$ cat config.mk
export PLATFORM = sky130hd
export DESIGN_NAME = prog_clock_divider_flat
export DESIGN_NICKNAME = d
export VERILOG_FILES = /design/src/rtl/prog_clock_divider_pkg.sv /design/src/rtl/prog_clock_divider_if.sv /design/src/rtl/prog_clock_divider_sanitize.sv /design/src/rtl/prog_clock_divider.sv /design/src/flat_wrapper.sv
export SDC_FILE = /design/constraint.sdc
export NUM_CORES = 1
export LEC_CHECK = 0
export ABC_AREA = 1
export CAP_MARGIN = 20
export CORE_UTILIZATION = 50
export DETAILED_ROUTE_END_ITERATION = 8
export GPL_TIMING_DRIVEN = 0
export MAX_ROUTING_LAYER = met4
export PLACE_DENSITY_LB_ADDON = 0.2
export REMOVE_ABC_BUFFERS = 1
export SETUP_SLACK_MARGIN = 0.02
export SYNTH_ARGS = -nofsm -noshare
export SYNTH_HDL_FRONTEND = slang
export SYNTH_SLANG_ARGS = --single-unit
$ cat constraint.sdc
create_clock -name clk -period 6.04 [get_ports clk]
set_input_delay 0.906 -clock clk [delete_from_list [all_inputs] [get_ports clk]]
set_output_delay 0.906 -clock clk [all_outputs]
set_load 0.01 [all_outputs]
$ cat src/rtl/prog_clock_divider_pkg.sv
// Shared constants and types for the programmable clock divider.
// Latency: n/a (declarations only).
// Backpressure: n/a.
package clk_div_pkg;

    localparam int unsigned CNT_W_DEF = 32;

    // 100 MHz in, 400 Hz out, 50 % duty.
    localparam int unsigned DIV_DEF_100MHZ  = 250000;
    localparam int unsigned HIGH_DEF_100MHZ = 125000;

    typedef struct packed {
        logic [CNT_W_DEF-1:0] div;
        logic [CNT_W_DEF-1:0] high;
    } div_cfg_t;

endpackage

$ cat src/rtl/prog_clock_divider_if.sv
// Configuration handshake bundle: requester offers div/high with cfg_valid.
// Latency: n/a (wires only).
// Backpressure: cfg_ready low while an update is pending; requester holds cfg_valid.
// Ports: cfg_valid, cfg_div, cfg_high (requester -> divider), cfg_ready (divider -> requester).
interface prog_clock_divider_if
    import clk_div_pkg::*;
#(
    parameter int CNT_W = CNT_W_DEF
);
    logic             cfg_valid;
    logic [CNT_W-1:0] cfg_div;
    logic [CNT_W-1:0] cfg_high;
    logic             cfg_ready;

    modport master (output cfg_valid, output cfg_div, output cfg_high, input cfg_ready);
    modport slave  (input cfg_valid, input cfg_div, input cfg_high, output cfg_ready);
endinterface

$ cat src/rtl/prog_clock_divider_sanitize.sv
// Clamps a requested period/high-time pair so that 1 <= high < div and div >= 2.
// Latency: combinational.
// Backpressure: none.
// Ports: div_i/high_i requested values, div_o/high_o clamped values.
module div_cfg_sanitize #(
    parameter int CNT_W = 32
) (
    input  logic [CNT_W-1:0] div_i,
    input  logic [CNT_W-1:0] high_i,
    output logic [CNT_W-1:0] div_o,
    output logic [CNT_W-1:0] high_o
);

    // Order matters: div is fixed first so the high clamp sees the final div.
    always_comb begin
        div_o  = (div_i < CNT_W'(2)) ? CNT_W'(2) : div_i;
        high_o = (high_i == '0) ? CNT_W'(1) : high_i;
        if (high_o >= div_o) begin
            high_o = div_o - CNT_W'(1);
        end
    end

endmodule

$ cat src/rtl/prog_clock_divider.sv
// Runtime-programmable clock divider: slow_clk with programmable period/high time plus edge strobes.
// Latency: slow_clk/count/ticks registered together; new config takes effect at the next period boundary.
// Backpressure: one config in flight; cfg_ready drops after a transfer until that config is applied.
// Ports: clk, rst (async, active-high), en, cfg (slave handshake), slow_clk, tick_rise, tick_fall, count.
module prog_clock_divider
    import clk_div_pkg::*;
#(
    parameter int               CNT_W        = CNT_W_DEF,
    parameter logic [CNT_W-1:0] DEFAULT_DIV  = CNT_W'(DIV_DEF_100MHZ),
    parameter logic [CNT_W-1:0] DEFAULT_HIGH = CNT_W'(HIGH_DEF_100MHZ)
) (
    input  logic                 clk,
    input  logic                 rst,
    input  logic                 en,
    prog_clock_divider_if.slave  cfg,
    output logic                 slow_clk,
    output logic                 tick_rise,
    output logic                 tick_fall,
    output logic [CNT_W-1:0]     count
);

    logic [CNT_W-1:0] count_q, count_d;
    logic             slow_q, slow_d;
    logic             rise_q, rise_d;
    logic             fall_q, fall_d;
    logic             pend_q, pend_d;
    logic [CNT_W-1:0] div_a_q, div_a_d;
    logic [CNT_W-1:0] high_a_q, high_a_d;
    logic [CNT_W-1:0] sh_div_q, sh_div_d;
    logic [CNT_W-1:0] sh_high_q, sh_high_d;

    logic [CNT_W-1:0] san_div, san_high;
    logic [CNT_W-1:0] def_div, def_high;
    logic [CNT_W-1:0] low_d;
    logic             wrap, apply, xfer;

    div_cfg_sanitize #(.CNT_W(CNT_W)) u_cap_san (
        .div_i  (cfg.cfg_div),
        .high_i (cfg.cfg_high),
        .div_o  (san_div),
        .high_o (san_high)
    );

    // Same clamp on the reset-time values so a bad parameter can never stall slow_clk.
    div_cfg_sanitize #(.CNT_W(CNT_W)) u_def_san (
        .div_i  (DEFAULT_DIV),
        .high_i (DEFAULT_HIGH),
        .div_o  (def_div),
        .high_o (def_high)
    );

    assign cfg.cfg_ready = !pend_q;

    always_comb begin
        count_d   = count_q;
        slow_d    = slow_q;
        pend_d    = pend_q;
        div_a_d   = div_a_q;
        high_a_d  = high_a_q;
        sh_div_d  = sh_div_q;
        sh_high_d = sh_high_q;

        wrap  = (count_q == div_a_q - CNT_W'(1));
        // While idle there is no period to protect, so a pending config lands immediately.
        apply = pend_q && (!en || wrap);
        // Transfer only possible with nothing pending, so it never collides with apply.
        xfer  = cfg.cfg_valid && !pend_q;

        if (apply) begin
            div_a_d  = sh_div_q;
            high_a_d = sh_high_q;
            pend_d   = 1'b0;
        end
        if (xfer) begin
            sh_div_d  = san_div;
            sh_high_d = san_high;
            pend_d    = 1'b1;
        end

        // slow_clk is derived from the next count with the config that will be active then.
        low_d = div_a_d - high_a_d;
        if (en) begin
            count_d = wrap ? '0 : count_q + CNT_W'(1);
            slow_d  = (count_d >= low_d);
        end else begin
            count_d = '0;
            slow_d  = 1'b0;
        end

        rise_d = slow_d && !slow_q;
        fall_d = !slow_d && slow_q;
    end

    always_ff @(posedge clk or posedge rst) begin
        if (rst) begin
            count_q   <= '0;
            slow_q    <= 1'b0;
            rise_q    <= 1'b0;
            fall_q    <= 1'b0;
            pend_q    <= 1'b0;
            div_a_q   <= def_div;
            high_a_q  <= def_high;
            sh_div_q  <= '0;
            sh_high_q <= '0;
        end else begin
            count_q   <= count_d;
            slow_q    <= slow_d;
            rise_q    <= rise_d;
            fall_q    <= fall_d;
            pend_q    <= pend_d;
            div_a_q   <= div_a_d;
            high_a_q  <= high_a_d;
            sh_div_q  <= sh_div_d;
            sh_high_q <= sh_high_d;
        end
    end

    assign count     = count_q;
    assign slow_clk  = slow_q;
    assign tick_rise = rise_q;
    assign tick_fall = fall_q;

endmodule

$ cat src/flat_wrapper.sv
// flat-port wrapper written by rule: the top's interface ports become plain ports
module prog_clock_divider_flat import clk_div_pkg::*;
#(
    parameter int               CNT_W        = CNT_W_DEF,
    parameter logic [CNT_W-1:0] DEFAULT_DIV  = CNT_W'(DIV_DEF_100MHZ),
    parameter logic [CNT_W-1:0] DEFAULT_HIGH = CNT_W'(HIGH_DEF_100MHZ)
)
  (clk, rst, en, slow_clk, tick_rise, tick_fall, count, cfg_cfg_valid, cfg_cfg_div, cfg_cfg_high, cfg_cfg_ready);
  prog_clock_divider_if #(.CNT_W(CNT_W)) cfg_i ();
  input  logic clk;
  input  logic rst;
  input  logic en;
  output logic slow_clk;
  output logic tick_rise;
  output logic tick_fall;
  output logic [CNT_W-1:0] count;
  input wire logic [$bits(cfg_i.cfg_valid)-1:0] cfg_cfg_valid;
  input wire logic [$bits(cfg_i.cfg_div)-1:0] cfg_cfg_div;
  input wire logic [$bits(cfg_i.cfg_high)-1:0] cfg_cfg_high;
  output wire logic [$bits(cfg_i.cfg_ready)-1:0] cfg_cfg_ready;
  assign cfg_i.cfg_valid = cfg_cfg_valid;
  assign cfg_i.cfg_div = cfg_cfg_div;
  assign cfg_i.cfg_high = cfg_cfg_high;
  assign cfg_cfg_ready = cfg_i.cfg_ready;
  prog_clock_divider #(.CNT_W(CNT_W), .DEFAULT_DIV(DEFAULT_DIV), .DEFAULT_HIGH(DEFAULT_HIGH)) u_core (.clk(clk), .rst(rst), .en(en), .cfg(cfg_i), .slow_clk(slow_clk), .tick_rise(tick_rise), .tick_fall(tick_fall), .count(count));
endmodule
# Word-level counts from Yosys, hierarchy flattened
# Index checks and enable logic that the tools add are counted.
# W data, S select, Z words.
classes:
  n_lt_le_gt_ge: 3
  addsub: 4
  n_reduce_logical: 11
  n_eq_ne: 1
  muxes: 10
op_table:
  columns: ["cell", "n"]
  rows:
  - ["$mux W32", 7]
  - ["$ge A32 B32 Y1", 2]
  - ["$sub A32 B1 Y32 const B", 2]
  - ["$add A32 B1 Y32 const B", 1]
  - ["$eq A32 B32 Y1", 1]
  - ["$logic_not A32 Y1", 1]
  - ["$lt A32 B2 Y1 const B", 1]
  - ["$sub A32 B32 Y32", 1]
  - ["$logic_and A1 B1 Y1", 4]
  - ["$logic_not A1 Y1", 4]
  - ["$mux W1", 3]
  - ["$reduce_bool A2 Y1", 1]
  - ["$logic_or A1 B1 Y1", 1]
word_totals:
  wordCells: 38
  register_bits: 164

# Longest topological paths before layout
# Gate-level depths: netlist (run 1).
depth:
  depth_word: 10
  ltp_mapped: 46
  depth_no_buf: 45

# Least setup slack after synthesis (run 1)
# OpenSTA, ideal clock, no wires.
synth_path:
  path_type: "flip-flop to flip-flop"
  from: "register u_core.div_a_q[0]"
  to: "register u_core.fall_q (netlist: u_core.tick_fall)"
  t_required_ns: 5.926
  path_stages_with_launch: 39
  arrival_ns: 5.378
  setup_time_ns: 0.114
  synth_period_minus_slack_ns: 5.492
  path_slack_ns: 0.548
  path_cell_list: "dfrtp_1 inv_1 ha_1 nand2_2 nor2_8 nand2_1 xor2_1 nor2_1 nand2_1 nor2_1 nand2_1 nor2_2 nand2_4 nand2_4 nand2_4 buf_6 buf_2 nand2_1 [... 3 more ...] nor4_1 nor2_1 o21ai_1 a21boi_0 o21ai_0 a21boi_0 o21ai_0 nand2_1 nand3_1 nand2_1 ha_1 nand2_1 nor3_1 nand3_1 o21ai_0 nand2_1 inv_1 nor2_1"
synth_between:
  elab_chain_cells: 10
  elab_cells_between_ends: 12
synth_lines:
  columns: ["element", "line", "text"]
  rows:
  - ["start: declaration", "prog_clock_divider.sv:27", "logic [CNT_W-1:0] div_a_q, div_a_d;"]
  - ["start signal: assignment", "prog_clock_divider.sv:101", "div_a_q <= def_div;"]
  - ["start signal: assignment", "prog_clock_divider.sv:111", "div_a_q <= div_a_d;"]
  - ["$sub A32 B1 Y32", "prog_clock_divider.sv:63", "wrap = (count_q == div_a_q - CNT_W'(1));"]
  - ["$eq A32 B32 Y1", "prog_clock_divider.sv:63", null]
  - ["$logic_or A1 B1 Y1", "prog_clock_divider.sv:65", "apply = pend_q && (!en || wrap);"]
  - ["$logic_and A1 B1 Y1", "prog_clock_divider.sv:65", null]
  - ["$mux W32", "prog_clock_divider.sv:69", "if (apply) begin"]
  - ["via u_core.high_a_d[0]", "prog_clock_divider.sv:28", "logic [CNT_W-1:0] high_a_q, high_a_d;"]
  - ["$sub A32 B32 Y32", "prog_clock_divider.sv:81", "low_d = div_a_d - high_a_d;"]
  - ["$ge A32 B32 Y1", "prog_clock_divider.sv:84", "slow_d = (count_d >= low_d);"]
  - ["$mux W1", "prog_clock_divider.sv:82", "if (en) begin"]
  - ["via u_core.slow_d", "prog_clock_divider.sv:23", "logic slow_q, slow_d;"]
  - ["$logic_not A1 Y1", "prog_clock_divider.sv:91", "fall_d = !slow_d && slow_q;"]
  - ["$logic_and A1 B1 Y1", "prog_clock_divider.sv:91", null]
  - ["via u_core.fall_d", "prog_clock_divider.sv:25", "logic fall_q, fall_d;"]
  - ["end signal: assignment", "prog_clock_divider.sv:109", "fall_q <= fall_d;"]
  - ["end: declaration", "prog_clock_divider.sv:25", null]
# The timed path passes the listed nets, and every way through them passes these cells.
# A chain may end at the register's enable or synchronous reset.

# Worst setup path after layout (run 1)
layout_path:
  from: "register u_core.div_a_q[13]"
  to: "register u_core.fall_q (netlist: u_core.tick_fall)"
layout_between:
  elab_chain_cells: 10
  elab_cells_between_ends: 12
layout_lines:
  columns: ["element", "line"]
  rows:
  - ["$sub A32 B1 Y32", "prog_clock_divider.sv:63"]
  - ["$eq A32 B32 Y1", "prog_clock_divider.sv:63"]
  - ["$logic_or A1 B1 Y1", "prog_clock_divider.sv:65"]
  - ["$logic_and A1 B1 Y1", "prog_clock_divider.sv:65"]
  - ["$mux W32", "prog_clock_divider.sv:69"]
  - ["via u_core.div_a_d[1]", "prog_clock_divider.sv:27"]
  - ["$sub A32 B32 Y32", "prog_clock_divider.sv:81"]
  - ["$ge A32 B32 Y1", "prog_clock_divider.sv:84"]
  - ["$mux W1", "prog_clock_divider.sv:82"]
  - ["via u_core.slow_d", "prog_clock_divider.sv:23"]
  - ["$logic_not A1 Y1", "prog_clock_divider.sv:91"]
  - ["$logic_and A1 B1 Y1", "prog_clock_divider.sv:91"]
  - ["via u_core.fall_d", "prog_clock_divider.sv:25"]
# The timed path passes the listed nets, and every way through them passes these cells.

==> results of run 1 <==
==> critical path, delay by kind of cell (launching register included) <==
family	cells	cell delay, ns
buffers and inverters	3	0.45
xor gates and xnor gates	1	0.16
AOI/OAI and AO/OA	12	1.88
and+or+nand+nor	20	2.15
DFF	1	0.48
adders and majority gates	2	0.58
==> through the flow <==
step	setup TNS [ns]	total power, mW
4_1_cts	0	5.08
3_3_place_gp	-313.73	3.71
3_5_place_dp	-7.68	3.77
5_1_grt	-0.154	5.70
2_1_floorplan	-0.855	3.19
6_report	0	5.30
==> power breakdown <==
group | internal, mW | switching, mW
Clock | 0.668 | 0.514
Combinational | 1.01 | 1.54
Sequential | 1.36 | 0.212
Total | 3.04 | 2.26
==> logic make-up (layout without fill, tap and decap cells) <==
logic type | after synthesis | after routing | synth area share
flops | 164 | 164 | 0.330
buf+inv | 286 | 391 | 0.0912
xor+xnor | 91 | 91 | 0.0638
compound gates | 282 | 282 | 0.130
fa+ha+maj | 99 | 99 | 0.0997
simple gates | 835 | 841 | 0.286
==> routing by layer <==
layer,GRT usage,vias up,wire (um)
li1,-,5897,-
met1,0.419,5444,17500
met2,0.457,299,16500
met3,0.0257,48,1430
met4,0.0879,0,811
met5,-,-,0
==> Yosys cell counts, drive strengths merged <==
cell type and number:
a2111oi 1, a211o 1, a211oi 2, a21boi 5
a21o 4, a21oi 79, a31oi 25, a41oi 1
and2 1, and3 5, buf 16, clkbuf 56
clkinv 1, dfrtp 150, dfstp 14, fa 1
ha 98, inv 213, nand2 396, nand3 71
nand3b 8, nand4 21, nor2 259, nor3 26
nor4 14, o211ai 7, o21a 4, o21ai 147
o21bai 1, o221ai 2, o31a 1, o31ai 2
or2 33, or4 1, xnor2 29, xor2 62
==> sequential cells by signal, indices dropped and copies added, names as in the netlist <==
signal	flops
u_core.count	32
u_core.div_a_q	32
u_core.high_a_q	32
u_core.sh_div_q	32
u_core.sh_high_q	32
u_core.pend_q	1
u_core.slow_clk	1
u_core.tick_fall	1
u_core.tick_rise	1
==> final cells by class <==
class                           instances  share of cell area
Timing Repair inverter                  2             0.00116
Clock buffer                           19              0.0287
Tap cell                              324              0.0269
Clock inverter                         13              0.0125
Inverter                              214              0.0549
Multi-Input combinational cell       1313               0.510
Sequential cell                       164               0.274
Timing Repair Buffer                  143              0.0919
==> what timing repair did <==
action / CTS / global route
pin swaps: 13 / 23
hold buffers: 0 / 0
resized for setup: 47 / 64
setup endpoints to repair: 3 / 3
buffers inserted: 15 / 23
gates cloned: 7 / 1
==> how the worst max path moves through the flow <==
stage / start / end / depth (start not counted)
2_1_floorplan: u_core.div_a_q[0] / u_core.tick_fall / 42
6_report: u_core.div_a_q[13] / u_core.tick_fall / 38
3_5_place_dp: u_core.div_a_q[13] / u_core.tick_fall / 37
5_1_grt: u_core.div_a_q[19] / u_core.tick_fall / 38
3_3_place_gp: u_core.div_a_q[13] / u_core.tick_fall / 37
4_1_cts: u_core.div_a_q[3] / u_core.tick_fall / 40
==> qor.yml, run 1 <==
status: "completed"
cts_made_buffers: 17
placed_cell_area_um2: 13700
grt_pass1_vias: 11027
final_cells: 2192
hold_end: "u_core.tick_rise"
maxSlewViolCount: 0
h-tree-depth: 4
track_usage: 0.298
grt_remaining_overflow: 0
max_stage_delay_ns: 0.48
path_max_fanout: 6
vias: 11688
worstHoldStart: "u_core.slow_clk"
seq_area_frac_synth: 0.330
final_cell_area_um2: 15100
dp.cells: 2114
routedWlPerCell_um: 16.5
whs_ns: 0.459
reg2regPathDepth: 38
end_kind: "flop"
drtPass1Iterations: 5
critical_path.most_common_cell: "nand2_1"
synth-warning-count: 0
final_nets: 2022
nFillCells: 2279
via_per_inst: 5.33
wirelength_mm: 36.2
required_ns: 6.38
grt_setup_unrepaired: "yes"
place_hpwl_mm: 26.7
ys_types: 49
hold_viol: 0
drc: 0
yosysTopAreaCellShare: 0.300
die_y_um: 160
maxCapViolCount: 0
row_count: 57
fin_ws_ns: 0.238
final_cell_mix: "nand2_1, nor2_1, inv_1"
r2r-end: "u_core.tick_fall"
syn_inst: 1757
synthTopCellsByArea: "dfrtp_1, nand2_1, ha_1, nor2_1, inv_1"
die_area_um2: 25600
clock-sinks: 164
gp_congestion: 0.914
synth.avg_cell_area_um2: 7.12
seqCellArea_um2: 4130
coreArea_um2: 24400
dr.first_iter.drc_count: 688
synth-seq-cells: 164
cts_max_path_buffers: 2
io_buffers: 103
cts_root_buf: "clkbuf_16"
pre_cts_slack_ns: -2.60
hold_path_depth: 1
fin_crit_ns: 5.80
hold_path_class: "reg2reg"
initial_core_util: 0.513
diodes: 0
reg2reg_slack_ns: 0.24
fin_util: 0.618
final.period_utilization: 0.961
max-slew-margin-rel: 0.327
critPathArrivalTime_ns: 6.14
peakVddDrop_v: 0.000189
multi_input_area_um2: 7680
critPathKind: "reg2reg"
power_density_nw_per_um2: 352
fmax_mhz: 172
clk_pin_slew_ns: 0.07
cts_tree: "built"
layout-drive-gt1-share: 0.145
grt_max_degree: 107
r2r_start: "u_core.div_a_q[13]"
antenna_left: 0
die_w_um: 160
synth_largest_area_cell: "dfrtp_1"
ios: 104
worst_slew_pin_slew_ns: 1.01
final_common_cell: "nand2_1"
area_growth_pct: 20.5
antenna_found_initial: 0
grt_pass1_wl_mm: 58.1
fin_worst_skew_ns: 0.0128
cellLeakagePower_nw: 7.05
startpoint_type: "flop"
synthesis.area_um2: 12500
cp_slowest_cell: "dfrtp_2"
worstSkewPairLatency_ns: 0.44
setup_violations: 0
No activity file was read; power rests on OpenSTA's default activity.
==> run 2, diff against run 1 <==
--- a/config.mk
+++ b/config.mk
@@ -8,6 +8,7 @@
 export ABC_AREA = 1
 export CAP_MARGIN = 20
 export CORE_UTILIZATION = 50
+export CTS_CLUSTER_SIZE = 40
 export DETAILED_ROUTE_END_ITERATION = 8
 export GPL_TIMING_DRIVEN = 0
 export MAX_ROUTING_LAYER = met4
==> results of run 2 <==
Same layout as run 1: the final DEF is identical, and so are final timing and power.
